## config.mk

```make
export PLATFORM = sky130hd
export DESIGN_NAME = le_cmp_scheduler
export DESIGN_NICKNAME = d
export VERILOG_FILES = /design/src/rtl/le_cmp_scheduler.sv
export SDC_FILE = /design/constraint.sdc
export NUM_CORES = 1
export LEC_CHECK = 0
export CAP_MARGIN = 20
export CORE_MARGIN = 3
export CORE_UTILIZATION = 35
export DETAILED_ROUTE_END_ITERATION = 10
export PLACE_DENSITY = 0.77
export SETUP_SLACK_MARGIN = 0.1
export SLEW_MARGIN = 20
export SYNTH_ARGS = -nofsm -noshare
export SYNTH_HDL_FRONTEND = slang
export SYNTH_SLANG_ARGS = --single-unit
```

## constraint.sdc

```tcl
create_clock -name clk -period 3.9 [get_ports clk]
set_input_delay 0.78 -clock clk [delete_from_list [all_inputs] [get_ports clk]]
set_output_delay 0.78 -clock clk [all_outputs]
set_load 0.005 [all_outputs]
```

## src/rtl/le_cmp_scheduler.sv

```systemverilog
// Round-robin scheduler that shares one pipelined FP less-or-equal comparator between NREQ
// requesters, tagging each issue and buffering tagged results in a credit-guarded FIFO.
module le_cmp_scheduler #(
    parameter int unsigned WIDTH      = 32,
    parameter int unsigned NREQ       = 4,
    parameter int unsigned CMP_LAT    = 3,
    parameter int unsigned FIFO_DEPTH = 5,
    localparam int unsigned IDW       = (NREQ > 1) ? $clog2(NREQ) : 1
) (
    input  logic                        clk,
    input  logic                        rst,
    input  logic [NREQ-1:0]             req_valid,
    output logic [NREQ-1:0]             req_ready,
    input  logic [NREQ*(WIDTH+1)-1:0]   req_a,
    input  logic [NREQ*(WIDTH+1)-1:0]   req_b,
    output logic [WIDTH:0]              cmp_a,
    output logic [WIDTH:0]              cmp_b,
    input  logic                        cmp_le,
    output logic                        rsp_valid,
    input  logic                        rsp_ready,
    output logic [IDW-1:0]              rsp_id,
    output logic                        rsp_le,
    output logic                        busy
);

    localparam int unsigned OPW  = WIDTH + 1;
    localparam int unsigned CNTW = $clog2(FIFO_DEPTH + 1);
    localparam int unsigned PTRW = (FIFO_DEPTH > 1) ? $clog2(FIFO_DEPTH) : 1;

    logic [IDW-1:0]  ptr_q, ptr_d;
    logic [CNTW-1:0] cnt_q, cnt_d;
    logic [OPW-1:0]  cmp_a_q, cmp_a_d;
    logic [OPW-1:0]  cmp_b_q, cmp_b_d;
    logic [CMP_LAT-1:0] vpipe_q, vpipe_d;
    logic [IDW-1:0]  tpipe_q [CMP_LAT];
    logic [IDW-1:0]  tpipe_d [CMP_LAT];

    logic [PTRW-1:0] wr_q, wr_d;
    logic [PTRW-1:0] rd_q, rd_d;
    logic [CNTW-1:0] fcnt_q, fcnt_d;
    logic [IDW-1:0]  mem_id [FIFO_DEPTH];
    logic            mem_le [FIFO_DEPTH];

    logic [NREQ-1:0] grant;
    logic [IDW-1:0]  gnt_idx;
    logic [IDW-1:0]  scan_idx;
    logic            found;
    logic            credit_ok;
    logic            accept;
    logic            push;
    logic            pop;
    logic [OPW-1:0]  sel_a;
    logic [OPW-1:0]  sel_b;

    function automatic logic [PTRW-1:0] ptr_inc(input logic [PTRW-1:0] p);
        return (p == PTRW'(FIFO_DEPTH - 1)) ? '0 : p + PTRW'(1);
    endfunction

    // Rotating priority search starting at ptr_q.
    always_comb begin
        grant    = '0;
        gnt_idx  = '0;
        found    = 1'b0;
        scan_idx = '0;
        for (int k = 0; k < NREQ; k++) begin
            scan_idx = IDW'((int'(ptr_q) + k) % NREQ);
            if (!found && req_valid[scan_idx]) begin
                found           = 1'b1;
                grant[scan_idx] = 1'b1;
                gnt_idx         = scan_idx;
            end
        end
    end

    always_comb begin
        sel_a = '0;
        sel_b = '0;
        for (int i = 0; i < NREQ; i++) begin
            if (grant[i]) begin
                sel_a = req_a[i*OPW +: OPW];
                sel_b = req_b[i*OPW +: OPW];
            end
        end
    end

    // Grant is withheld while in reset so nothing appears accepted.
    assign credit_ok = rst && (cnt_q < CNTW'(FIFO_DEPTH));
    assign req_ready = credit_ok ? grant : '0;
    assign accept    = |(req_valid & req_ready);
    assign push      = vpipe_q[CMP_LAT-1];
    assign pop       = rsp_valid && rsp_ready;

    always_comb begin
        ptr_d   = ptr_q;
        cmp_a_d = cmp_a_q;
        cmp_b_d = cmp_b_q;
        if (accept) begin
            ptr_d   = (gnt_idx == IDW'(NREQ - 1)) ? '0 : gnt_idx + IDW'(1);
            cmp_a_d = sel_a;
            cmp_b_d = sel_b;
        end
    end

    always_comb begin
        cnt_d = cnt_q;
        unique case ({accept, pop})
            2'b10:   cnt_d = cnt_q + CNTW'(1);
            2'b01:   cnt_d = cnt_q - CNTW'(1);
            default: cnt_d = cnt_q;
        endcase
    end

    always_comb begin
        vpipe_d[0] = accept;
        tpipe_d[0] = gnt_idx;
        for (int i = 1; i < CMP_LAT; i++) begin
            vpipe_d[i] = vpipe_q[i-1];
            tpipe_d[i] = tpipe_q[i-1];
        end
    end

    always_comb begin
        wr_d   = push ? ptr_inc(wr_q) : wr_q;
        rd_d   = pop ? ptr_inc(rd_q) : rd_q;
        fcnt_d = fcnt_q;
        unique case ({push, pop})
            2'b10:   fcnt_d = fcnt_q + CNTW'(1);
            2'b01:   fcnt_d = fcnt_q - CNTW'(1);
            default: fcnt_d = fcnt_q;
        endcase
    end

    always_ff @(posedge clk or negedge rst) begin
        if (!rst) begin
            ptr_q   <= '0;
            cnt_q   <= '0;
            cmp_a_q <= '0;
            cmp_b_q <= '0;
            vpipe_q <= '0;
            for (int i = 0; i < CMP_LAT; i++) begin
                tpipe_q[i] <= '0;
            end
            wr_q    <= '0;
            rd_q    <= '0;
            fcnt_q  <= '0;
        end else begin
            ptr_q   <= ptr_d;
            cnt_q   <= cnt_d;
            cmp_a_q <= cmp_a_d;
            cmp_b_q <= cmp_b_d;
            vpipe_q <= vpipe_d;
            for (int i = 0; i < CMP_LAT; i++) begin
                tpipe_q[i] <= tpipe_d[i];
            end
            wr_q    <= wr_d;
            rd_q    <= rd_d;
            fcnt_q  <= fcnt_d;
        end
    end

    // Storage needs no reset: the occupancy count masks stale entries.
    always_ff @(posedge clk) begin
        if (push) begin
            mem_id[wr_q] <= tpipe_q[CMP_LAT-1];
            mem_le[wr_q] <= cmp_le;
        end
    end

    assign cmp_a     = cmp_a_q;
    assign cmp_b     = cmp_b_q;
    assign rsp_valid = (fcnt_q != '0);
    assign rsp_id    = rsp_valid ? mem_id[rd_q] : '0;
    assign rsp_le    = rsp_valid ? mem_le[rd_q] : 1'b0;
    assign busy      = (cnt_q != '0);

endmodule

```

Word-level counts from Yosys, hierarchy flattened

Memories as Yosys holds them, arrays and structs flattened.
Cells that the tools add are included.

Order comparisons: 9
Equal/unequal tests: 7
Bitwise operators: 4
Add/sub/neg operators: 10
Multiplexer cells: 45
Reduce and logical (&&, ||, !) cells: 17

Operators by type and width:

| cell                | count |
|---|---|
| $mux 33             | 8 |
| $mux 4              | 5 |
| $mux 1              | 14 |
| $add 3x1->3 const B | 4 |
| $lt 2x3->1 const B  | 4 |
| $mux 2              | 6 |
| $or 4x4->4          | 3 |
| $pmux 3 s2          | 2 |
| $logic_and 1x1->1   | 9 |
| $bmux 1 s2          | 4 |
| $demux 1 s2         | 4 |
| $ge 2x1->1 const B  | 4 |
| $eq 2x2->1 const B  | 3 |
| $eq 3x3->1 const B  | 2 |
| $mux 3              | 2 |
| $reduce_bool 3->1   | 2 |
| $sub 3x1->3 const B | 2 |
| $add 2x1->2 const B | 2 |
| $add 2x2->2 const B | 2 |
| $and 4x4->4         | 1 |
| $eq 2x1->1 const B  | 2 |
| $reduce_bool 2->1   | 2 |
| $reduce_or 4->1     | 1 |
| $logic_not 1->1     | 3 |
| $lt 3x3->1 const B  | 1 |

Bits in writable memories: 15
Output and inout bits: 75
Input bits: 272
Bits in registers: 89
Memories kept: 2
Word-level logic and storage cells: 105

Memories:

| memory | words | bits a word | read ports | clocked after memory_dff | write ports | RTL line | RTL |
|---|---|---|---|---|---|---|---|
| mem_id | 5     | 2           | 1          | 0                        | 1           | 41       | `logic [IDW-1:0] mem_id [FIFO_DEPTH];` |
| mem_le | 5     | 1           | 1          | 0                        | 1           | 42       | `logic mem_le [FIFO_DEPTH];` |

Longest topological paths before layout

Depth in word-level cells: 17
Mapped depth: 19
Mapped depth without buffers: 14

Worst setup path before layout

No wires, ideal clock.

Path kind: reg-to-reg
Start point: reg with a tool-made name
End point: reg cnt_q[2]
Stages on the path, launching flop included: 20
Slack: -161 ps
Data required time: 3775 ps
Arrival: 3936 ps
Period minus slack after synthesis: 4061 ps
Library setup time: 125 ps
Cells stage by stage: dfrtp_1 > buf_6 > clkbuf_1 > inv_1 > ha_1 > clkbuf_1 > mux4_2 > or3b_1 > a22o_1 > o2bb2a_2 > a31oi_1 > buf_4 > buf_4 > inv_2 > ha_1 > inv_1 > fa_1 > xor2_1 > nor2_1 > xor2_1

RTL lines:

| element                | RTL line | RTL |
|---|---|---|
| end signal: assignment | 148      | `cnt_q <= cnt_d;` |
| end: declaration       | 31       | `logic [CNTW-1:0] cnt_q, cnt_d;` |

Worst setup path after layout

Start point: in req_valid[0]
End point: out req_ready[0]

Longest elaborated chain between the ends: 13
Elaborated cells between the ends (all ways): 25

Ends and longest elaborated chain:

| element                      | RTL line | RTL |
|---|---|---|
| start: declaration           | 12       | `input logic [NREQ-1:0] req_valid,` |
| $bmux 1 s2                   | 67       | `if (!found && req_valid[scan_idx]) begin` |
| $mux 1 (not written as such) | 67       |  |
| $mux 1                       | 67       |  |
| $logic_not 1->1              | 67       |  |
| $logic_and 1x1->1            | 67       |  |
| $mux 1                       | 67       |  |
| $logic_not 1->1              | 67       |  |
| $logic_and 1x1->1            | 67       |  |
| $mux 1                       | 67       |  |
| $logic_not 1->1              | 67       |  |
| $logic_and 1x1->1            | 67       |  |
| $mux 4 *                     | 67       |  |
| $mux 4 *                     | 88       | `assign req_ready = credit_ok ? grant : '0;` |
| end: declaration             | 13       | `output logic [NREQ-1:0] req_ready,` |

Mark *: on every way between the ends. The rest lies on a longest branch, timed or not. The select of a mux whose other input is x is not followed.

==> results.toml <==
[synthesis]
synth.distinct_cells = 50
synth-async-reset-ratio_pct = 85.6
syn_area_per_cell_um2 = 9.48
synth_nets = 943
yosys_warnings = 0
synth-seq-cells = 104
synth_edf_count = 15
yosysSeqAreaShare_pct = 43.0
synth_ff_type = "dfrtp_1"
synth.cell_area_um2 = 6230
synth_cells = 657

[final_layout]
syn_to_final_growth_pct = 67.5
drive_gt1_share_pct = 7.96
final_common_cell = "clkdlybuf4s50_1"
final_util_pct = 60.1
finalInstanceArea_um2 = 10400
nNetsFinal = 1274
final_cell_mix = "clkdlybuf4s50_1 (342), dfrtp_1 (89), nand2_1 (79)"

[sta]
rsz0062_at_grt = "true"
fin_skew_ps = 8.16
period_share_pct = 98.3
drv_slew = 0
setup_ws_ps = 65.2
worstMarginPinSlew_ps = 780
setup-tns-final_ps = 0
finalCriticalPeriod_ps = 3830
max_freq_ghz = 0.261
relSlewSlack_pct = 48.0
final_hold_viol_count = 0
setup_violations = 0

[global_route]
antenna_found_initial = 1
grt_max_degree = 68
overflow = 0
grt_pass1_vias = 6444
grt_use_total_pct = 23.5
grt_pass1_wl_mm = 36.2

[run]
cap_violations = 0

[die]
start_util_pct = 35.9
die_y_um = 139
std_cell_rows = 48
io_pins = 347
core_area_um2 = 17400
die_area_um2 = 19400
die_x_um = 139

[place]
placed_area_um2 = 10100
place_congestion = 0.894
preCtsSetupSlack_ps = -31.3
hpwl_mm = 17.7
io_buffer_count = 346

[cts]
cts-root-buf = "clkbuf_16"
numClockSinks = 104
htree_levels = 3
cts_buffers = 9
postCtsHoldBufs = 0
cts_tree = "built"
insertion_delay_ps = 350
cts.path.max_buffers = 2
path_clk_slew_ps = 70

[routing]
wirelength_mm = 23.6
via_count = 6668
drc = 0
avgViaCountPerCell = 5.47
antenna_left = 0
wl_per_cell_um = 19.4
first_iter_violations = 457
dr.pass1.iters = 5

[power]
irDropWorstVdd_v = 0.000610
finalPower_mw = 9.21
leakage_nw = 4.01
p_per_area_nw_per_um2 = 883

[setup_path]
critPathKind = "primary input to output port"
crit_path_end_kind = "output port"
crit_path_max_fanout = 4
worstPathRequired_ps = 3120
cp-start-kind = "primary input"
arrival_ps = 3050

[min_path]
hold_class = "flop to flop"

[outcome]
outcome = "finished clean"
kinds of logic (layout without fill, tap and decap cells):
family                     after synthesis  in the layout  synth area share, %
AOI/OAI and AO/OA                      247            247                 30.6
xor gates and xnor gates                 7              7                0.985
adders and majority gates               14             14                 3.05
buffers and inverters                   89            425                 6.61
DFF                                    104            104                 43.0
muxes                                   16             16                 3.78
other                                    0              1                    0
and+or+nand+nor                        180            180                 11.9
timing repair:
action / in CTS / in global routing
setup buffers: 5 / 1
endpoints found under the setup margin: 3 / 3
resized for setup: 3 / 4
endpoints found under the hold margin: 0 / 0
pin swaps: 0 / 3
cell type report:
type                       instances  area [um2]
sequential                       104        2680
tap                              225         282
clock inverter                     7        76.3
antenna                            1        2.50
multi-input combinational        464        3210
clock buffer                       9         225
timing repair buffer             388        3880
fill                            1476        6930
inverter                          21        78.8
power by group:
part	switching (mW)	internal [mW]
Clock	0.433	0.505
Combinational	3.27	3.05
Sequential	0.307	1.64
Total	4.01	5.19
per-stage QoR:
stage / hold WS, ps / cells
global route: 371 / 1219
CTS: 354 / 1217
floorplan: 331 / 657
finish: 353 / 1219
detailed placement: 336 / 1196
global placement: 334 / 1196
worst paths after layout:
check                             start      endpoint  cells past startpoint  slack (ps)
max                        req_valid[0]  req_ready[0]                      6          70
min in group asynchronous           rst     cmp_b[15]                      2         460
min reg2reg                  vpipe_q[0]    vpipe_q[1]                      0         350
max reg2reg                        flop      cnt_q[2]                     15         440
min                          vpipe_q[0]    vpipe_q[1]                      0         350
max in group asynchronous           rst      cmp_b[7]                      3        2320
state kept, by name (all words and copies together), names as in the netlist, named ones only:
| register | flops |
|---|---|
| mem_id | 10 |
| cmp_a | 33 |
| ptr_q | 1 |
| mem_le | 5 |
| cmp_b | 33 |
| tpipe_d | 4 |
| wr_q | 3 |
| cnt_q | 3 |
| rd_q | 3 |
| vpipe_q | 3 |
| fcnt_q | 3 |
| tpipe_q | 2 |
critical path, stage by stage:
cell	delay (ps)
clkdlybuf4s50_1	430
mux4_2	510
or3b_1	380
a22o_1	220
a21oi_1	190
clkdlybuf4s50_1	540
metal layers:
metal | wire length, um | track usage, % | share of wire (%)
met5 | 0 | 0 | 0
met4 | 699 | 8.24 | 3.0
met3 | 1830 | 4.85 | 7.7
met1 | 9640 | 29.8 | 41
met2 | 11400 | 39.9 | 48
Yosys cell counts (all sizes together), types with 2 or more instances:
cell type | instances | share of area, %
or3b | 3 | 0.42
nand2b | 2 | 0.20
nand2 | 79 | 4.8
nor3b | 4 | 0.48
edfxtp | 15 | 7.2
clkbuf | 34 | 2.0
o21a | 2 | 0.24
ha | 12 | 2.4
a21o | 3 | 0.36
fa | 2 | 0.64
dfrtp | 89 | 36
nor3 | 4 | 0.32
and2 | 2 | 0.20
nor2b | 2 | 0.20
o211ai | 66 | 8.0
a221o | 66 | 11
a211oi | 2 | 0.32
a2bb2oi | 2 | 0.28
o21ai | 15 | 1.2
xor2 | 4 | 0.56
nand3b | 2 | 0.24
mux2i | 10 | 1.6
xnor2 | 3 | 0.42
a31oi | 67 | 6.7
a22o | 3 | 0.42
mux4 | 6 | 2.2
inv | 21 | 1.3
a21oi | 10 | 0.80
buf | 34 | 3.3
nor2 | 79 | 4.8
Power figures use the tool's default switching activity.
